<file path="config.mk">
export PLATFORM = sky130hd
export DESIGN_NAME = block_downsampler
export DESIGN_NICKNAME = d
export VERILOG_FILES = /design/src/rtl/ds_pkg.sv /design/src/rtl/ds_line_acc.sv /design/src/rtl/block_downsampler.sv
export SDC_FILE = /design/constraint.sdc
export NUM_CORES = 1
export LEC_CHECK = 0
export ABC_CLOCK_PERIOD_IN_PS = 2500
export CORE_AREA = 2 2 246 248
export DETAILED_ROUTE_END_ITERATION = 7
export DIE_AREA = 0 0 248 250
export PLACE_DENSITY_LB_ADDON = 0.1
export SLEW_MARGIN = 20
export SYNTH_ARGS = -nofsm -noshare
export SYNTH_HDL_FRONTEND = slang
export SYNTH_SLANG_ARGS = --single-unit
export TNS_END_PERCENT = 30
</file>
<file path="constraint.sdc">
create_clock -name clk_in -period 2.5 [get_ports clk_in]
set_input_delay 0.5 -clock clk_in [delete_from_list [all_inputs] [get_ports clk_in]]
set_output_delay 0.5 -clock clk_in [all_outputs]
set_load 0.05 [all_outputs]
</file>
<file path="src/rtl/ds_pkg.sv">
// Shared sizing helpers, FSM state type and tile coordinate decode for block_downsampler.
package ds_pkg;

  typedef enum logic {
    ST_UNSYNCED = 1'b0,
    ST_RUN      = 1'b1
  } ds_state_e;

  // Field widths cover the widest legal tile (LOG2_BLK up to 4).
  typedef struct packed {
    logic [10:0] ox;
    logic [9:0]  oy;
    logic [3:0]  hl;
    logic [3:0]  vl;
  } tile_coord_t;

  function automatic int ds_out_w(input int in_w, input int log2_blk);
    return in_w >> log2_blk;
  endfunction

  function automatic int ds_out_h(input int in_h, input int log2_blk);
    return in_h >> log2_blk;
  endfunction

  function automatic int ds_addr_w(input int out_w, input int out_h);
    return (out_w * out_h > 1) ? $clog2(out_w * out_h) : 1;
  endfunction

  // Wide enough for (2^pix_w - 1) * BLK^2 without overflow.
  function automatic int ds_sum_w(input int pix_w, input int log2_blk);
    return pix_w + 2 * log2_blk;
  endfunction

  function automatic tile_coord_t ds_tile_coord(input logic [10:0] h, input logic [9:0] v,
                                                input int log2_blk);
    tile_coord_t t;
    logic [10:0] mh;
    logic [9:0]  mv;
    mh   = 11'((1 << log2_blk) - 1);
    mv   = 10'((1 << log2_blk) - 1);
    t.ox = h >> log2_blk;
    t.oy = v >> log2_blk;
    t.hl = 4'(h & mh);
    t.vl = 4'(v & mv);
    return t;
  endfunction

endpackage

</file>
<file path="src/rtl/ds_line_acc.sv">
// Per-column tile accumulator: DEPTH x SUM_W RAM with registered read and an
// overwrite-or-add write port that adds onto the previously read word.
module ds_line_acc #(
  parameter int DEPTH = 80,
  parameter int SUM_W = 9,
  localparam int AW   = (DEPTH > 1) ? $clog2(DEPTH) : 1
) (
  input  logic             i_clk,
  input  logic             i_rst_n,
  input  logic             i_rd_en,
  input  logic [AW-1:0]    i_rd_addr,
  output logic [SUM_W-1:0] o_rd_data,
  input  logic             i_wr_en,
  input  logic             i_wr_add,
  input  logic [AW-1:0]    i_wr_addr,
  input  logic [SUM_W-1:0] i_wr_data
);

  logic [SUM_W-1:0] r_mem [DEPTH];
  logic [SUM_W-1:0] r_rd_data;

  // The add path relies on the read of the same entry having been issued earlier in the row.
  always_ff @(posedge i_clk) begin
    if (i_wr_en) r_mem[i_wr_addr] <= i_wr_add ? (r_rd_data + i_wr_data) : i_wr_data;
  end

  always_ff @(posedge i_clk or negedge i_rst_n) begin
    if (!i_rst_n)     r_rd_data <= '0;
    else if (i_rd_en) r_rd_data <= r_mem[i_rd_addr];
  end

  assign o_rd_data = r_rd_data;

endmodule

</file>
<file path="src/rtl/block_downsampler.sv">
// Tile-average downsampler: BLKxBLK grayscale tiles -> thresholded bitmap writes.
// Optional DS_FRAME_STATS_EN adds set_count_out (count of 1-tiles of the last frame).
//
//  state       | meaning
//  ST_UNSYNCED | no frame start seen since reset; pixels ignored
//  ST_RUN      | locked to raster; tiles accumulated and emitted
module block_downsampler
  import ds_pkg::*;
#(
  parameter int PIX_W    = 5,
  parameter int LOG2_BLK = 2,
  parameter int IN_W     = 320,
  parameter int IN_H     = 240,
  localparam int OUT_W   = ds_out_w(IN_W, LOG2_BLK),
  localparam int OUT_H   = ds_out_h(IN_H, LOG2_BLK),
  localparam int ADDR_W  = ds_addr_w(OUT_W, OUT_H)
) (
  input  logic              clk_in,
  input  logic              rst_n_in,
  input  logic              pixel_valid_in,
  input  logic [PIX_W-1:0]  pixel_in,
  input  logic [10:0]       hcount_in,
  input  logic [9:0]        vcount_in,
  input  logic [PIX_W-1:0]  thresh_in,
  input  logic              invert_in,
  output logic              bit_valid_out,
  output logic              bit_out,
  output logic [PIX_W-1:0]  avg_out,
  output logic [ADDR_W-1:0] addr_out,
  output logic              frame_done_out
`ifdef DS_FRAME_STATS_EN
  , output logic [ADDR_W:0] set_count_out
`endif
);

  localparam int BLK   = 1 << LOG2_BLK;
  localparam int SUM_W = ds_sum_w(PIX_W, LOG2_BLK);
  localparam int LB_AW = (OUT_W > 1) ? $clog2(OUT_W) : 1;
  localparam logic [3:0] LAST_L = 4'(BLK - 1);

  logic [1:0] r_rst_sync;
  logic       w_rst_n;

  // Async assert, synchronous release for everything downstream.
  always_ff @(posedge clk_in or negedge rst_n_in) begin
    if (!rst_n_in) r_rst_sync <= '0;
    else           r_rst_sync <= {r_rst_sync[0], 1'b1};
  end
  assign w_rst_n = r_rst_sync[1];

  ds_state_e          r_state;
  logic [PIX_W-1:0]   r_thresh;
  logic               r_invert;
  logic [SUM_W-1:0]   r_run_sum;
  logic               r_s1_valid;
  logic               r_s1_last;
  logic [SUM_W-1:0]   r_s1_sum;
  logic [ADDR_W-1:0]  r_s1_addr;

  tile_coord_t        w_tc;
  logic               w_in_range, w_origin, w_act, w_row_end, w_tile_end;
  logic [SUM_W-1:0]   w_row_sum, w_tile_sum, w_lb_rd;
  logic [ADDR_W-1:0]  w_addr;
  logic [PIX_W-1:0]   w_avg;
  logic               w_bit;

  assign w_tc       = ds_tile_coord(hcount_in, vcount_in, LOG2_BLK);
  assign w_in_range = (int'(hcount_in) < OUT_W * BLK) && (int'(vcount_in) < OUT_H * BLK);
  assign w_origin   = pixel_valid_in && (hcount_in == 11'd0) && (vcount_in == 10'd0);
  assign w_act      = pixel_valid_in && w_in_range && ((r_state == ST_RUN) || w_origin);
  assign w_row_end  = w_act && (w_tc.hl == LAST_L);
  assign w_tile_end = w_row_end && (w_tc.vl == LAST_L);
  assign w_row_sum  = ((w_tc.hl == 4'd0) ? '0 : r_run_sum) + SUM_W'(pixel_in);
  assign w_tile_sum = w_lb_rd + w_row_sum;
  assign w_addr     = ADDR_W'(int'(w_tc.oy) * OUT_W + int'(w_tc.ox));
  assign w_avg      = PIX_W'(r_s1_sum >> (2 * LOG2_BLK));
  assign w_bit      = (w_avg >= r_thresh) ^ r_invert;

  ds_line_acc #(.DEPTH(OUT_W), .SUM_W(SUM_W)) u_line_acc (
    .i_clk     (clk_in),
    .i_rst_n   (w_rst_n),
    .i_rd_en   (w_act && (w_tc.hl == 4'd0)),
    .i_rd_addr (w_tc.ox[LB_AW-1:0]),
    .o_rd_data (w_lb_rd),
    .i_wr_en   (w_row_end),
    .i_wr_add  (w_tc.vl != 4'd0),
    .i_wr_addr (w_tc.ox[LB_AW-1:0]),
    .i_wr_data (w_row_sum)
  );

  always_ff @(posedge clk_in or negedge w_rst_n) begin
    if (!w_rst_n) begin
      r_state        <= ST_UNSYNCED;
      r_thresh       <= '0;
      r_invert       <= 1'b0;
      r_run_sum      <= '0;
      r_s1_valid     <= 1'b0;
      r_s1_last      <= 1'b0;
      r_s1_sum       <= '0;
      r_s1_addr      <= '0;
      bit_valid_out  <= 1'b0;
      bit_out        <= 1'b0;
      avg_out        <= '0;
      addr_out       <= '0;
      frame_done_out <= 1'b0;
    end else begin
      case (r_state)
        ST_UNSYNCED: if (w_origin) r_state <= ST_RUN;
        default:     r_state <= ST_RUN;
      endcase
      if (w_origin) begin
        r_thresh <= thresh_in;
        r_invert <= invert_in;
      end
      if (w_act) r_run_sum <= w_row_sum;
      // Stage 1: capture the finished tile sum and its address.
      r_s1_valid <= w_tile_end;
      if (w_tile_end) begin
        r_s1_sum  <= w_tile_sum;
        r_s1_addr <= w_addr;
        r_s1_last <= (int'(w_tc.ox) == OUT_W - 1) && (int'(w_tc.oy) == OUT_H - 1);
      end
      // Stage 2: average, threshold and strobe.
      bit_valid_out  <= r_s1_valid;
      frame_done_out <= r_s1_valid && r_s1_last;
      if (r_s1_valid) begin
        avg_out  <= w_avg;
        bit_out  <= w_bit;
        addr_out <= r_s1_addr;
      end
    end
  end

`ifdef DS_FRAME_STATS_EN
  logic [ADDR_W:0] r_ones;
  logic [ADDR_W:0] w_cnt_next;

  // Tile 0 opens a new count, so an aborted frame never leaks into the next one.
  assign w_cnt_next = ((r_s1_addr == '0) ? '0 : r_ones) + {{ADDR_W{1'b0}}, w_bit};

  always_ff @(posedge clk_in or negedge w_rst_n) begin
    if (!w_rst_n) begin
      r_ones        <= '0;
      set_count_out <= '0;
    end else if (r_s1_valid) begin
      r_ones <= w_cnt_next;
      if (r_s1_last) set_count_out <= w_cnt_next;
    end
  end
`endif

endmodule

</file>
==> results of run 1 <==
## through the flow
stage	hold slack, ns	setup WS [ns]	util (%)	std cells
6_report	0.0449	-1.24	68.8	3343
5_1_grt	0.0401	-1.46	68.8	3342
4_1_cts	0.0140	-1.18	68.0	3319
3_5_place_dp	0.301	-2.05	63.3	3163
3_3_place_gp	0.302	-1.94	63.3	3163
2_1_floorplan	0.204	-1.61	-	1942
## worst max-delay path: stages (launching register included)
cell and delay (ns):
dfrtp_1 0.36, nor2b_4 0.17, ha_4 0.15, inv_2 0.04, fa_2 0.34, nor2b_2 0.14, o21ai_2 0.09, a21boi_2 0.19
o21ai_1 0.09, xor2_1 0.17, nor2_2 0.19, ha_2 0.25, buf_4 0.12, nor3_2 0.03, o21bai_1 0.15, xor2_1 0.28
o21ai_2 0.16, xnor2_4 0.16, buf_12 0.18, buf_16 0.17
## kinds of logic (layout without fill, tap and decap cells)
logic type	after synthesis	count (layout)	synth area share (%)
flops	788	788	72.1
mux	225	225	9.55
fa+ha+maj	39	39	1.60
simple gates	319	319	4.63
xor+xnor	25	25	0.677
other cells	1	3	0.0116
compound gates	402	402	8.93
buf+inv	143	760	2.45
## area by class of cell
type	count	area [µm²]	share of cell area, %
diodes	2	5.00	0.0122
clock buffers	101	2140	5.23
well taps	782	978	2.39
clock inverters	42	275	0.672
inverters	27	101	0.247
repair buffers	590	5690	13.9
flip-flops and latches	788	23300	56.9
multi-input cells	1011	8460	20.6
## per-layer routing
| metal | wire, µm | vias to the layer above | part of all wire [%] |
|---|---|---|---|
| met5 | 0 | - | 0 |
| met4 | 4330 | 0 | 4.4 |
| met3 | 10700 | 228 | 11 |
| met2 | 46400 | 1288 | 47 |
| met1 | 38000 | 10793 | 38 |
| li1 | - | 8889 | - |
## cells in the mapped netlist, types with 8 or more instances
cell type / instances
dfrtp_1: 68
buf_4: 22
edfxtp_1: 720
nor2_1: 133
a31oi_1: 10
a21oi_1: 68
nand3_1: 21
clkbuf_1: 35
o22ai_1: 25
inv_1: 24
nor2b_1: 19
nor3_1: 15
xnor2_1: 18
ha_1: 35
buf_2: 36
nand2b_1: 8
nand2_1: 79
a21o_1: 12
o21ai_0: 71
and2_1: 11
mux2_2: 96
mux4_2: 55
buf_6: 17
a22o_1: 17
a221o_1: 21
a221oi_1: 57
a22oi_1: 49
mux2i_1: 67
## registers in the layout (all words and copies together) (netlist names)
| name | count |
|---|---|
| addr_out | 13 |
| avg_out | 5 |
| bit_out | 1 |
| bit_valid_out | 1 |
| frame_done_out | 1 |
| r_invert | 1 |
| r_rst_sync | 2 |
| r_run_sum | 9 |
| r_s1_addr | 13 |
| r_s1_last | 1 |
| r_s1_sum | 5 |
| r_s1_valid | 1 |
| r_state | 1 |
| r_thresh | 5 |
| u_line_acc.o_rd_data | 9 |
| u_line_acc.r_mem | 720 |
## path summary, 6_finish.rpt
check,startpoint,slack [ns],depth (start not counted),to
max in group asynchronous,r_rst_sync[1],1.91,1,bit_valid_out
setup / recovery,r_run_sum[0],-1.24,19,u_line_acc.r_mem[50][8]
setup reg to reg,r_run_sum[0],-1.24,19,u_line_acc.r_mem[50][8]
min in group clk_in,r_rst_sync[0],0.35,0,r_rst_sync[1]
hold reg to reg,r_rst_sync[1],0.28,1,r_thresh[1]
hold / removal,rst_n_in,0.04,1,r_rst_sync[0]
## power by group
| group | leakage, nW | internal, mW | switching [mW] | total (mW) |
|---|---|---|---|---|
| logic | 6.31 | 0.843 | 1.15 | 2.00 |
| clock network | 1.19 | 6.28 | 4.91 | 11.2 |
| registers | 8.24 | 14.3 | 0.000875 | 14.3 |
| total | 15.7 | 21.5 | 6.07 | 27.5 |
## timing repair
item / CTS / global route
pin swaps: 11 / 14
cloned: 8 / 16
resized for setup: 25 / 16
buffers inserted: 6 / 8
hold endpoints to repair: 0 / 0
setup endpoints to repair: 1392 / 1398
==> flow_metrics.tcl, run 1 <==
set metrics [dict create \
    status "finished with violations" \
    violations "setup timing" \
    finalCritPeriodShare_pct 149 \
    vdd_ir_drop_max_uv 659 \
    drive_gt1_share_pct 34.0 \
    min_period_ns 3.74 \
    crit_path_start_kind "flop" \
    placed_cell_area_um2 37700 \
    arrival_ns 4.09 \
    relSlewSlack_pct 48.6 \
    total_power_mw 27.5 \
    floorplan.die_area_um2 62000 \
    nNetsFinal 2572 \
    gr-usage-all-layers_pct 31.7 \
    ys.flop_type "edfxtp_1" \
    grt.met1_usage_pct 43.8 \
    p_per_area_nw_per_um2 672 \
    synth-edff-count 720 \
    cts_made_buffers 80 \
    p_leak_nw 15.7 \
    fin_skew_ns 0.0293 \
    drt_pass1_iterations 6 \
    drt_wl_total_um 99400 \
    worstPathRequired_ns 2.85 \
    start_util_pct 54.3 \
    path_class "reg -> reg" \
    ys.warnings.count 0 \
    grt_pass1_wl_um 141000 \
    yosysTopAreaCell "edfxtp_1" \
    avgSynthCellArea_um2 16.6 \
    min_path_type "in -> async" \
    dp_hpwl_um 65200 \
    finalHoldViolCount 0 \
    use_met3_pct 6.43 \
    synth_area_leaders "edfxtp_1 67%, dfrtp_1 5.3%, mux4_2 3.8%" \
    grt_util_met2_pct 49.3 \
    synth-seq-cells 788 \
    netlist_area_um2 32300 \
    n_fill_cell 3939 \
    htreeDepth 3 \
    synthCells 1942 \
    antenna_left 0 \
    wl_per_cell_um 29.7 \
    grt.busiest_layer "met2" \
    worst_slew_pin_slew_ns 0.751 \
    layout_setup_ws_ns -1.24 \
    avgViaCountPerCell 6.34 \
    clk_pin_slew_worst_paths_ns 0.06 \
    setup_viol 1396 \
    dieWidth_um 248 \
    seq_area_frac_synth_pct 72.1 \
    cts_buffer_depth 3 \
    fin_tns_setup_ns -767.94 \
    synth_top_area_share_pct 66.9 \
    insertion_delay_ns 0.63 \
    final_common_cell "edfxtp_1" \
    async_flop_share_pct 8.63 \
    grt_max_degree 67 \
    fmax_mhz 268 \
    cts_root_buf "clkbuf_16" \
    portBuffers 55 \
    final_cell_mix "720 x edfxtp_1, 452 x buf_4, 125 x nor2_1, 94 x clkbuf_16, 93 x mux2_2" \
    coreArea_um2 59600 \
    io-pin-count 56 \
    cts.sinks 788 \
    postLayoutCellArea_um2 41000 \
    end_kind "flop" \
    synth_cell_types 73 \
    die_h_um 250 \
    rsz0062_at_grt "yes" \
    syn-num-nets 2016 \
    drt_iter0_drc 2770 \
    grt_pass1_vias 20824 \
    cp_max_fo 13 \
    drv_slew 0 \
    cts_tree "built" \
    cts_hold_buf 0 \
    cap_violations 0 \
    area_growth_pct 26.8 \
    num_vias 21198 \
    overflow 0 \
    row_count 90 \
    place_congestion 0.908 \
    drc_errors 0 \
    grt_antenna_before_repair 2 \
]
(Power assumes the default switching activity.)
==> run 2, diff against run 1 <==
GPL_TIMING_DRIVEN = 0   (was unset)
==> flow_metrics.tcl, run 2 (synthesis gave the netlist of run 1 again) <==
set metrics [dict create \
    clk_pin_slew_worst_paths_ns 0.06 \
    area_growth_pct 19.8 \
    htreeDepth 3 \
    fin_cells 3027 \
    arrival_ns 4.39 \
    p_leak_nw 14.0 \
    num_vias 21416 \
    relSlewSlack_pct 10.6 \
    grt_pass1_wl_um 159000 \
    worstPathRequired_ns 2.90 \
    drive_gt1_share_pct 27.4 \
    cts_buffer_depth 3 \
    path_class "reg -> reg" \
    avgViaCountPerCell 7.07 \
    insertion_delay_ns 0.67 \
    min_path_type "in -> async" \
    end_kind "flop" \
    largest_reg_flops 720 \
    min_period_ns 3.99 \
    rr_endpoint "u_line_acc.r_mem[61][8]" \
    p_per_area_nw_per_um2 730 \
    setup_viol 1383 \
    floorplan.die_area_um2 62000 \
    final_common_cell "edfxtp_1" \
    grt_pass1_vias 20018 \
    grt_antenna_before_repair 5 \
    fmax_mhz 251 \
    wl_per_cell_um 39.4 \
    place_congestion 0.984 \
    cap_violations 0 \
    final_util_pct 65.0 \
    final_cell_mix "720 x edfxtp_1, 93 x mux2_2, 88 x clkbuf_16, 78 x nand2_1, 67 x dfrtp_1" \
    r2r_cells 20 \
    whs_ns 0.0258 \
    overflow 0 \
    worst_slew_pin_slew_ns 1.34 \
    cts_made_buffers 82 \
    r2r-start "r_run_sum[1]" \
    fin_skew_ns 0.0343 \
    gr-usage-all-layers_pct 37.9 \
    cts.sinks 788 \
    drt_wl_total_um 119000 \
    antenna_left 0 \
    coreArea_um2 59600 \
    die_h_um 250 \
    grt_max_degree 65 \
    row_count 90 \
    layout_setup_ws_ns -1.49 \
    cp_max_fo 8 \
    nNetsFinal 2248 \
    drt_iter0_drc 3991 \
    vdd_ir_drop_max_uv 592 \
    cts_tree "built" \
    violations "setup timing" \
    placedCellCount 2793 \
    status "finished with violations" \
    rsz0062_at_grt "yes" \
    cts_root_buf "clkbuf_16" \
    crit_path_start_kind "flop" \
    regMostFlops "u_line_acc.r_mem" \
    reg2reg_slack_ns -1.49 \
    drt_pass1_iterations 7 \
    io-pin-count 56 \
    drc_errors 0 \
    finalHoldViolCount 0 \
    top_regs "u_line_acc.r_mem: 720 flops, addr_out: 13 flops, r_s1_addr: 13 flops" \
    dieWidth_um 248 \
    start_util_pct 54.3 \
    finalCritPeriodShare_pct 160 \
    portBuffers 54 \
    pre_cts_ws_ns -2.72 \
    cts_hold_buf 0 \
    dp_hpwl_um 73600 \
    drv_slew 0 \
]
## run 2: changes by cell type in the layout (fill, tap and decap cells not counted), sizes merged, moves of 4 or more
cell	change
dlygate4sd2	+4
buf	-369
clkdlybuf4s50	-4
mux2	+15
clkbuf	+25
## run 2: timing repair
| action | CTS | global route |
|---|---|---|
| pin swaps | 24 | 11 |
| resized for setup | 205 | 34 |
| cloned | 13 | 12 |
| setup buffers | 45 | 12 |
| setup endpoints to repair | 1393 | 1389 |
## run 2: through the flow
| step | power, mW | area [µm²] | setup TNS (ns) |
|---|---|---|---|
| floorplan | 15.5 | 32500 | -827.24 |
| global placement | 16.3 | 34000 | -3833.95 |
| detailed placement | 16.4 | 34400 | -3013.63 |
| CTS | 28.1 | 38300 | -1007.82 |
| global route | 28.7 | 38700 | -1191.34 |
| finish | 28.3 | 38700 | -1128.42 |
## run 2: report_power, final
group | total [mW] | leakage, nW | internal (mW) | switching, mW
Clock | 12.0 | 1.24 | 6.73 | 5.23
Sequential | 14.3 | 8.24 | 14.3 | 0.00500
Combinational | 1.99 | 4.47 | 0.581 | 1.41
## run 2: worst max-delay path by stage
stage	startpoint	endpoint	slack, ns	depth (start not counted)
floorplan	hcount_in[1]	u_line_acc.r_mem[0][8]	-1.61	17
global placement	hcount_in[1]	u_line_acc.r_mem[52][8]	-3.85	18
detailed placement	hcount_in[1]	u_line_acc.r_mem[20][8]	-2.72	21
CTS	r_run_sum[1]	u_line_acc.r_mem[51][8]	-1.43	20
global route	r_run_sum[1]	u_line_acc.r_mem[36][8]	-1.67	20
finish	r_run_sum[1]	u_line_acc.r_mem[61][8]	-1.49	20
## run 2: cell type report
| cell class | instances | area [µm²] |
|---|---|---|
| Buffer | 116 | 830 |
| Sequential cell | 788 | 23300 |
| Inverter | 27 | 104 |
| Clock inverter | 48 | 375 |
| Antenna cell | 5 | 12.5 |
| Multi-Input combinational cell | 1026 | 9260 |
| Clock buffer | 102 | 2190 |
| Tap cell | 782 | 978 |
| Fill cell | 4128 | 20800 |
| Timing Repair Buffer | 133 | 1670 |
## run 2: layer usage
metal,track usage [%],part of all wire (%),wire (µm)
met3,13.0,15,17400
met1,49.9,35,42100
met4,21.7,6.8,8090
met5,0,0.13,157
met2,55.0,43,51500
## run 2: critical path, cell delays in order, from the launching register on
cell	delay (ns)
dfrtp_1	0.41
o21ai_4	0.07
inv_1	0.06
ha_1	0.27
a21o_1	0.16
a21oi_2	0.17
nor2b_2	0.07
o21a_1	0.20
nor2_4	0.14
xor2_2	0.12
ha_4	0.33
nand3_2	0.07
o211ai_1	0.24
nor3_1	0.09
o21bai_1	0.19
xor2_1	0.27
o21ai_2	0.15
xnor2_4	0.16
clkbuf_16	0.23
buf_12	0.16
clkbuf_16	0.17
